<file path="src/rtl/pkg_demux.sv">
// Shared definitions for the 1-to-4 demultiplexer: channel count, selector type
// and the per-channel occupancy state.
package pkg_demux;

    localparam int NUM_CANALES = 4;

    typedef logic [1:0] sel_t;

    typedef enum logic {
        VACIO = 1'b0,
        LLENO = 1'b1
    } estado_t;

endpackage

</file>
<file path="src/rtl/module_canal_salida.sv">
// One output channel of the demux: a one-entry holding register with an
// empty/full state and an 8-bit wrap-around delivery counter.
module module_canal_salida
    import pkg_demux::*;
#(
    parameter int ANCHO = 8
) (
    input  logic             clk,
    input  logic             rst_n,
    input  logic             load_i,
    input  logic [ANCHO-1:0] data_i,
    input  logic             out_ready_i,
    output logic             out_valid_o,
    output logic [ANCHO-1:0] out_data_o,
    output logic [7:0]       out_cnt_o
);

    estado_t          estado_q, estado_d;
    logic [ANCHO-1:0] dato_q,   dato_d;
    logic [7:0]       cnt_q,    cnt_d;
    logic             out_hs_s;

    // Next-state: a load always wins, so a same-cycle drain and refill stays full.
    always_comb begin
        estado_d = estado_q;
        dato_d   = dato_q;
        cnt_d    = cnt_q;
        out_hs_s = 1'b0;
        if ((estado_q == LLENO) && (out_ready_i == 1'b1)) begin
            out_hs_s = 1'b1;
        end else begin
            out_hs_s = 1'b0;
        end
        if (load_i == 1'b1) begin
            estado_d = LLENO;
            dato_d   = data_i;
        end else if (out_hs_s == 1'b1) begin
            estado_d = VACIO;
        end else begin
            estado_d = estado_q;
        end
        if (out_hs_s == 1'b1) begin
            cnt_d = cnt_q + 8'd1;
        end else begin
            cnt_d = cnt_q;
        end
    end

    // Channel state, held word and delivery counter.
    always_ff @(posedge clk or negedge rst_n) begin
        if (!rst_n) begin
            estado_q <= VACIO;
            dato_q   <= {ANCHO{1'b0}};
            cnt_q    <= 8'd0;
        end else begin
            estado_q <= estado_d;
            dato_q   <= dato_d;
            cnt_q    <= cnt_d;
        end
    end

    assign out_valid_o = (estado_q == LLENO);
    assign out_data_o  = dato_q;
    assign out_cnt_o   = cnt_q;

endmodule

</file>
<file path="src/rtl/module_demux_1_4.sv">
// 1-to-4 demultiplexer with valid/ready handshakes; routes each accepted word
// into the one-entry register of the selected output channel.
module module_demux_1_4
    import pkg_demux::*;
#(
    parameter int ANCHO = 8
) (
    input  logic                         clk,
    input  logic                         rst_n,
    input  logic [ANCHO-1:0]             in_data,
    input  logic [1:0]                   in_sel,
    input  logic                         in_valid,
    output logic                         in_ready,
    output logic [NUM_CANALES*ANCHO-1:0] out_data,
    output logic [NUM_CANALES-1:0]       out_valid,
    input  logic [NUM_CANALES-1:0]       out_ready,
    output logic [NUM_CANALES*8-1:0]     out_cnt
);

    logic [NUM_CANALES-1:0] sel_oh_s;
    logic [NUM_CANALES-1:0] load_s;
    sel_t                   sel_s;

    assign sel_s = in_sel;

    // Ready looks only at the selected channel, never at in_valid.
    always_comb begin
        in_ready = 1'b0;
        if ((out_valid[sel_s] == 1'b0) || (out_ready[sel_s] == 1'b1)) begin
            in_ready = 1'b1;
        end else begin
            in_ready = 1'b0;
        end
    end

    // Selector decode to a one-hot channel mask.
    always_comb begin
        sel_oh_s = 4'b0000;
        case (sel_s)
            2'd0:    sel_oh_s = 4'b0001;
            2'd1:    sel_oh_s = 4'b0010;
            2'd2:    sel_oh_s = 4'b0100;
            2'd3:    sel_oh_s = 4'b1000;
            default: sel_oh_s = 4'b0000;
        endcase
    end

    assign load_s = sel_oh_s & {NUM_CANALES{in_valid & in_ready}};

    for (genvar k = 0; k < NUM_CANALES; k++) begin : g_canal
        module_canal_salida #(
            .ANCHO(ANCHO)
        ) u_canal (
            .clk         (clk),
            .rst_n       (rst_n),
            .load_i      (load_s[k]),
            .data_i      (in_data),
            .out_ready_i (out_ready[k]),
            .out_valid_o (out_valid[k]),
            .out_data_o  (out_data[k*ANCHO +: ANCHO]),
            .out_cnt_o   (out_cnt[k*8 +: 8])
        );
    end

endmodule

</file>
<file path="config.mk">
export PLATFORM = sky130hd
export DESIGN_NAME = module_demux_1_4
export DESIGN_NICKNAME = d
export VERILOG_FILES = /design/src/rtl/pkg_demux.sv /design/src/rtl/module_canal_salida.sv /design/src/rtl/module_demux_1_4.sv
export SDC_FILE = /design/constraint.sdc
export NUM_CORES = 1
export LEC_CHECK = 0
export BUFFER_PORTS_ARGS = -buffer_cell sky130_fd_sc_hd__buf_2
export CAP_MARGIN = 30
export CORE_ASPECT_RATIO = 0.5
export CORE_MARGIN = 2
export CORE_UTILIZATION = 46
export CTS_BUF_LIST = sky130_fd_sc_hd__clkbuf_16
export DETAILED_ROUTE_END_ITERATION = 8
export PLACE_DENSITY_LB_ADDON = 0.08
export SYNTH_ARGS = -nofsm -noshare
export SYNTH_HDL_FRONTEND = slang
export SYNTH_SLANG_ARGS = --single-unit
</file>
<file path="constraint.sdc">
create_clock -name clk -period 1.5 [get_ports clk]
set_clock_uncertainty 0.15 [all_clocks]
set_input_delay 0.075 -clock clk [delete_from_list [all_inputs] [get_ports clk]]
set_output_delay 0.075 -clock clk [all_outputs]
set_load 0.02 [all_outputs]
</file>
* After elaboration in Yosys (flattened, before gate mapping)
Index checks and enable logic that the tools add are counted.
** Word-level totals
- Register bits after elaboration :: 68
- Latch bits :: 0
- RAM bits :: 0
- Memory bits (read-only) :: 0
- Output and inout port bits :: 69
- Memories :: 0
** Cells by class
- Add/subtract/negate cells :: 4
- Multipliers :: 0
- Divide/modulo/power cells :: 0
- Magnitude comparators :: 1
- Equal/unequal tests :: 3
- Shift operators :: 0
- Muxes and demuxes :: 18
- Bitwise operators :: 3
- Reductions and logical operators :: 10
** Operators by type and width (number)
- adder 8 x 1 -> 8 bit (second input constant) :: 4
- case mux 4 bit (4 select lines) :: 1
- 2-to-1 mux 1 bit :: 15
- nonzero test 2 bit :: 4
- bitwise AND 4 bit :: 1
- binary-select mux 1 bit (select 2 bit) :: 2
- equality test 2 bit (second input constant) :: 2
- logical AND 1 bit :: 4
- less-than comparator 2 x 3 -> 1 bit (second input constant) :: 1
- equality test 2 x 1 -> 1 bit (second input constant) :: 1
- logical NOT 2 bit :: 1
- bitwise AND 1 bit :: 1
- logical OR 1 bit :: 1
- inverter 1 bit :: 1

* Longest topological paths before layout
- Word-level depth :: 8
- Gate-level depth with buffers :: 4
- Mapped depth without buffers :: 4

* By module
Synthesis repeated with hierarchy kept, for this count alone.
** Second synthesis, totals
- Cells, all modules :: 205
- Area, all modules :: 2889.0 um^2
** By module, submodules not included
- module_canal_salida :: times used 4, cells an instance 49, area an instance 696.9 um^2, seq. area each 425.4 um^2
- module_demux_1_4 :: times used 1, cells an instance 9, area an instance 101.3 um^2, seq. area each 0.0 um^2

* Worst setup path before layout
No wires, ideal clock.
- Kind :: register to register
- Start :: reg g_canal[0].u_canal.cnt_q[0]
- End :: reg g_canal[0].u_canal.cnt_q[7]
- Setup time :: 0.128 ns
- Arrival time :: 1.298 ns
- Required time :: 1.222 ns
- Setup slack :: -0.076 ns
- Stages on the path, launching flop included :: 4
- Path buffers :: 0
- Cells stage by stage :: dfrtp_1 and4_1 or3b_2 xnor2_1
** Between the ends
- Longest elaborated chain between the ends :: 1
** RTL lines
- start, declared :: RTL line module_canal_salida.sv:20 : logic [7:0] cnt_q, cnt_d;
- start signal, assigned :: RTL line module_canal_salida.sv:58 : cnt_q <= cnt_d;
- adder 8 x 1 -> 8 bit :: RTL line module_canal_salida.sv:43 : cnt_d = cnt_q + 8'd1;
No other way between the ends.
A chain may end at the register's enable or synchronous reset.

* Worst setup path in the final report
- Start :: reg g_canal[1].u_canal.estado_q
- End :: out in_ready
** Between the ends
- Longest elaborated chain between the ends :: 5
** RTL lines
- start, declared :: RTL line module_canal_salida.sv:18 : estado_t estado_q, estado_d;
- start signal, assigned :: RTL line module_canal_salida.sv:56 : estado_q <= estado_d;
- binary-select mux 1 bit (select 2 bit) :: RTL line module_demux_1_4.sv:29 : if ((out_valid[sel_s] == 1'b0) || (out_ready[sel_s] == 1'b1)) begin
- 2-to-1 mux 1 bit (not written as such) :: RTL line module_demux_1_4.sv:29
- inverter 1 bit :: RTL line module_demux_1_4.sv:29
- logical OR 1 bit :: RTL line module_demux_1_4.sv:29
- 2-to-1 mux 1 bit :: RTL line module_demux_1_4.sv:29
- end, declared :: RTL line module_demux_1_4.sv:13 : output logic in_ready,
No other way between the ends. The select of a mux whose other input is x is not followed.

==> reports/metrics.yaml <==
status: "finished, violations left"
violations: "negative hold slack, negative setup slack"
fin_setup_tns_ns: -0.8004
grt_pass1_wl_mm: 9.694
slew_viol_final: 0
final_net_count: 348
peakVddDrop_mv: 1.065
relSlewSlack: 0.8161
yosys-top-cells-count: "dfrtp_1, mux2_2, xnor2_1"
placed_area_um2: 3437
ant_nets: 0
antenna_found_initial: 0
tightest_slew_ns: 0.2759
clkLatencyLatePin_ns: 0.32
grt_usage: 0.1931
gp_congestion: 0.7474
rsz0062_at_grt: "yes"
powerDensity_nw_per_um2: 1598
syn2layout_area_growth_pct: 43.49
maxCapViolations: 0
synth.top_cell.area_share: 0.6061
grt_start_max_net_pins: 53
yosysMostFrequentCell: "dfrtp_1"
arrival_ns: 1.41
fill_cells: 460
coreArea_um2: 5981
finalCriticalPeriod_ns: 1.634
ys_async_sr_fraction: 1.000
leakagePower_nw: 2.005
critPathRequiredTime_ns: 1.27
synth_seq_area_share: 0.6061
ioPinCount: 86
drcViolationCount: 0
setup_violations: 9
end_kind: "output pin"
hp-class: "primary input to flop"
fin_crit_sh: 1.089
htree_levels: 3
portBuffers: 85
synth_edf_count: 0
diodes: 0
synth_top_cell_by_area: "dfrtp_1"
clock-sinks: 68
yosys_warnings: 0
initial_utilization: 0.4695
drt_pass1_iterations: 7
crit_type: "flop to output pin"
syn-num-nets: 220
path_clk_slew_ns: 0.05
root_buffer: "clkbuf_16"
crit_fanout: 3
rows: 20
multi_input_area_um2: 1135
fmax_mhz: 612.1
regArea_um2: 1705
start_kind: "flop"
wire_per_inst_um: 14.60
synth_seq_cells: 68
stdcell_area_um2: 4029
cts_tree: "done"
critical_path_buf_inv_count: 1
power_mw: 6.440
die_w_um: 114.5
layout_setup_ws_ns: -0.1337
fp.dieArea_um2: 6783
die-height_um: 59.25
hold_viol: 2
crit_path_max_incr_delay_ns: 0.48
slowest_stage: "mux4_2"
drive_gt1_frac: 0.5030
holdWs_ns: -0.03130
synth_cell_type_count: 26
via_count: 1994
syn_area_um2: 2808
grt_overflow: 0
drt_iter0_drc: 77
post-dp-hpwl_mm: 3.993
synth_flop_cell: "dfrtp_1"
cp_top_family: "multiplexers"
clock_path_buffers: 2
synthCells: 199
grt_pass1_vias: 1974
crit_chain: "nand2b_1 -> mux4_2 -> buf_6"
syn_avg_cell_area_um2: 14.11
synthTopCellsByArea: "dfrtp_1, mux2_2, xnor2_1"
cts_buffers: 9
wl_mm: 5.973
vias_per_cell: 4.875
[flip-flops by register name, indices dropped and copies added (netlist names)]
signal                       cells
g_canal.u_canal.out_cnt_o       32
g_canal.u_canal.out_data_o      32
g_canal.u_canal.out_valid_o      4
[tightest hold or removal path: cells and delay by family]
family	cells	cell delay (ns)
buffers and inverters	1	0.12
and+or+nand+nor	2	0.21
[cells in the final DEF (no fill, tap or decap), drive strengths merged]
master and count:
nand2 15, nor2b 1, mux4 1, ha 4, xor2 4, or3b 2
nand2b 4, nand3 3, dlygate4sd3 15, o21ai 2, and3 3, mux2 36
nor3b 3, clkinv 2, clkbuf 9, dlymetal6s4s 2, dfrtp 68, and2 2
and4 3, bufinv 1, inv 6, nor2 4, xnor2 24, buf 106
nand4 12
[what timing repair did]
item / 4_1_cts / 5_1_grt
hold buffers: 13 / 4
pin swaps: 1 / 1
gates resized for setup: 11 / 18
hold endpoints to repair: 107 / 4
setup buffers: 6 / 2
endpoints found under the setup margin: 12 / 28
[metrics by stage]
stage / cells / setup slack (ns) / utilization / hold slack (ns)
global placement: 369 / 0.01372 / 0.5747 / -0.06665
CTS: 404 / -0.1495 / 0.6561 / -0.06780
global route: 409 / -0.1861 / 0.6736 / 0.01018
finish: 409 / -0.1337 / 0.6736 / -0.03130
detailed placement: 369 / -0.01118 / 0.5747 / -0.06312
floorplan: 199 / 0.001715 / - / -0.3706
[report_power, final]
group	leakage [nW]	internal, mW	switching (mW)
Sequential	0.837	2.27	0.378
Clock	0.152	1.25	0.686
Combinational	1.02	0.832	1.03
[kinds of logic after synthesis]
| kind of cell | count (synthesis) | share of synthesized area |
|---|---|---|
| xor+xnor | 28 | 0.08734 |
| buf+inv | 8 | 0.01649 |
| mux | 37 | 0.1537 |
| fa+ha+maj | 4 | 0.01783 |
| simple gates | 52 | 0.1150 |
| compound gates | 2 | 0.003565 |
| flops | 68 | 0.6061 |
[area by class of cell]
class	count	area share
clock buffers	9	0.05590
clock inverters	7	0.01335
inverters	2	0.001863
multi-input cells	123	0.2817
flip-flops and latches	68	0.4233
well taps	77	0.02391
repair buffers	123	0.2000
[worst paths after layout]
check                                                   endpoint                            start  slack, ns  cells after the start
worst min register to register   g_canal[3].u_canal.out_cnt_o[7]  g_canal[3].u_canal.out_cnt_o[7]       0.30                      1
worst min-delay path              g_canal[3].u_canal.out_valid_o                     out_ready[3]      -0.03                      3
worst max-delay path                                    in_ready   g_canal[1].u_canal.out_valid_o      -0.13                      3
max in group asynchronous        g_canal[0].u_canal.out_cnt_o[1]                            rst_n       0.79                      3
worst max register to register  g_canal[2].u_canal.out_data_o[6]   g_canal[2].u_canal.out_valid_o      -0.08                      5
min in group asynchronous        g_canal[2].u_canal.out_cnt_o[6]                            rst_n       0.16                      3
[metal layers]
| layer | vias up | wire (um) | share of wire | GRT usage |
|---|---|---|---|---|
| li1 | 947 | - | - | - |
| met1 | 983 | 2767 | 0.46 | 0.2429 |
| met2 | 57 | 2691 | 0.45 | 0.3001 |
| met3 | 7 | 451 | 0.076 | 0.08691 |
| met4 | 0 | 63 | 0.011 | 0.06794 |
| met5 | - | 0 | 0 | 0 |
No activity file was read; power rests on OpenSTA's default activity.
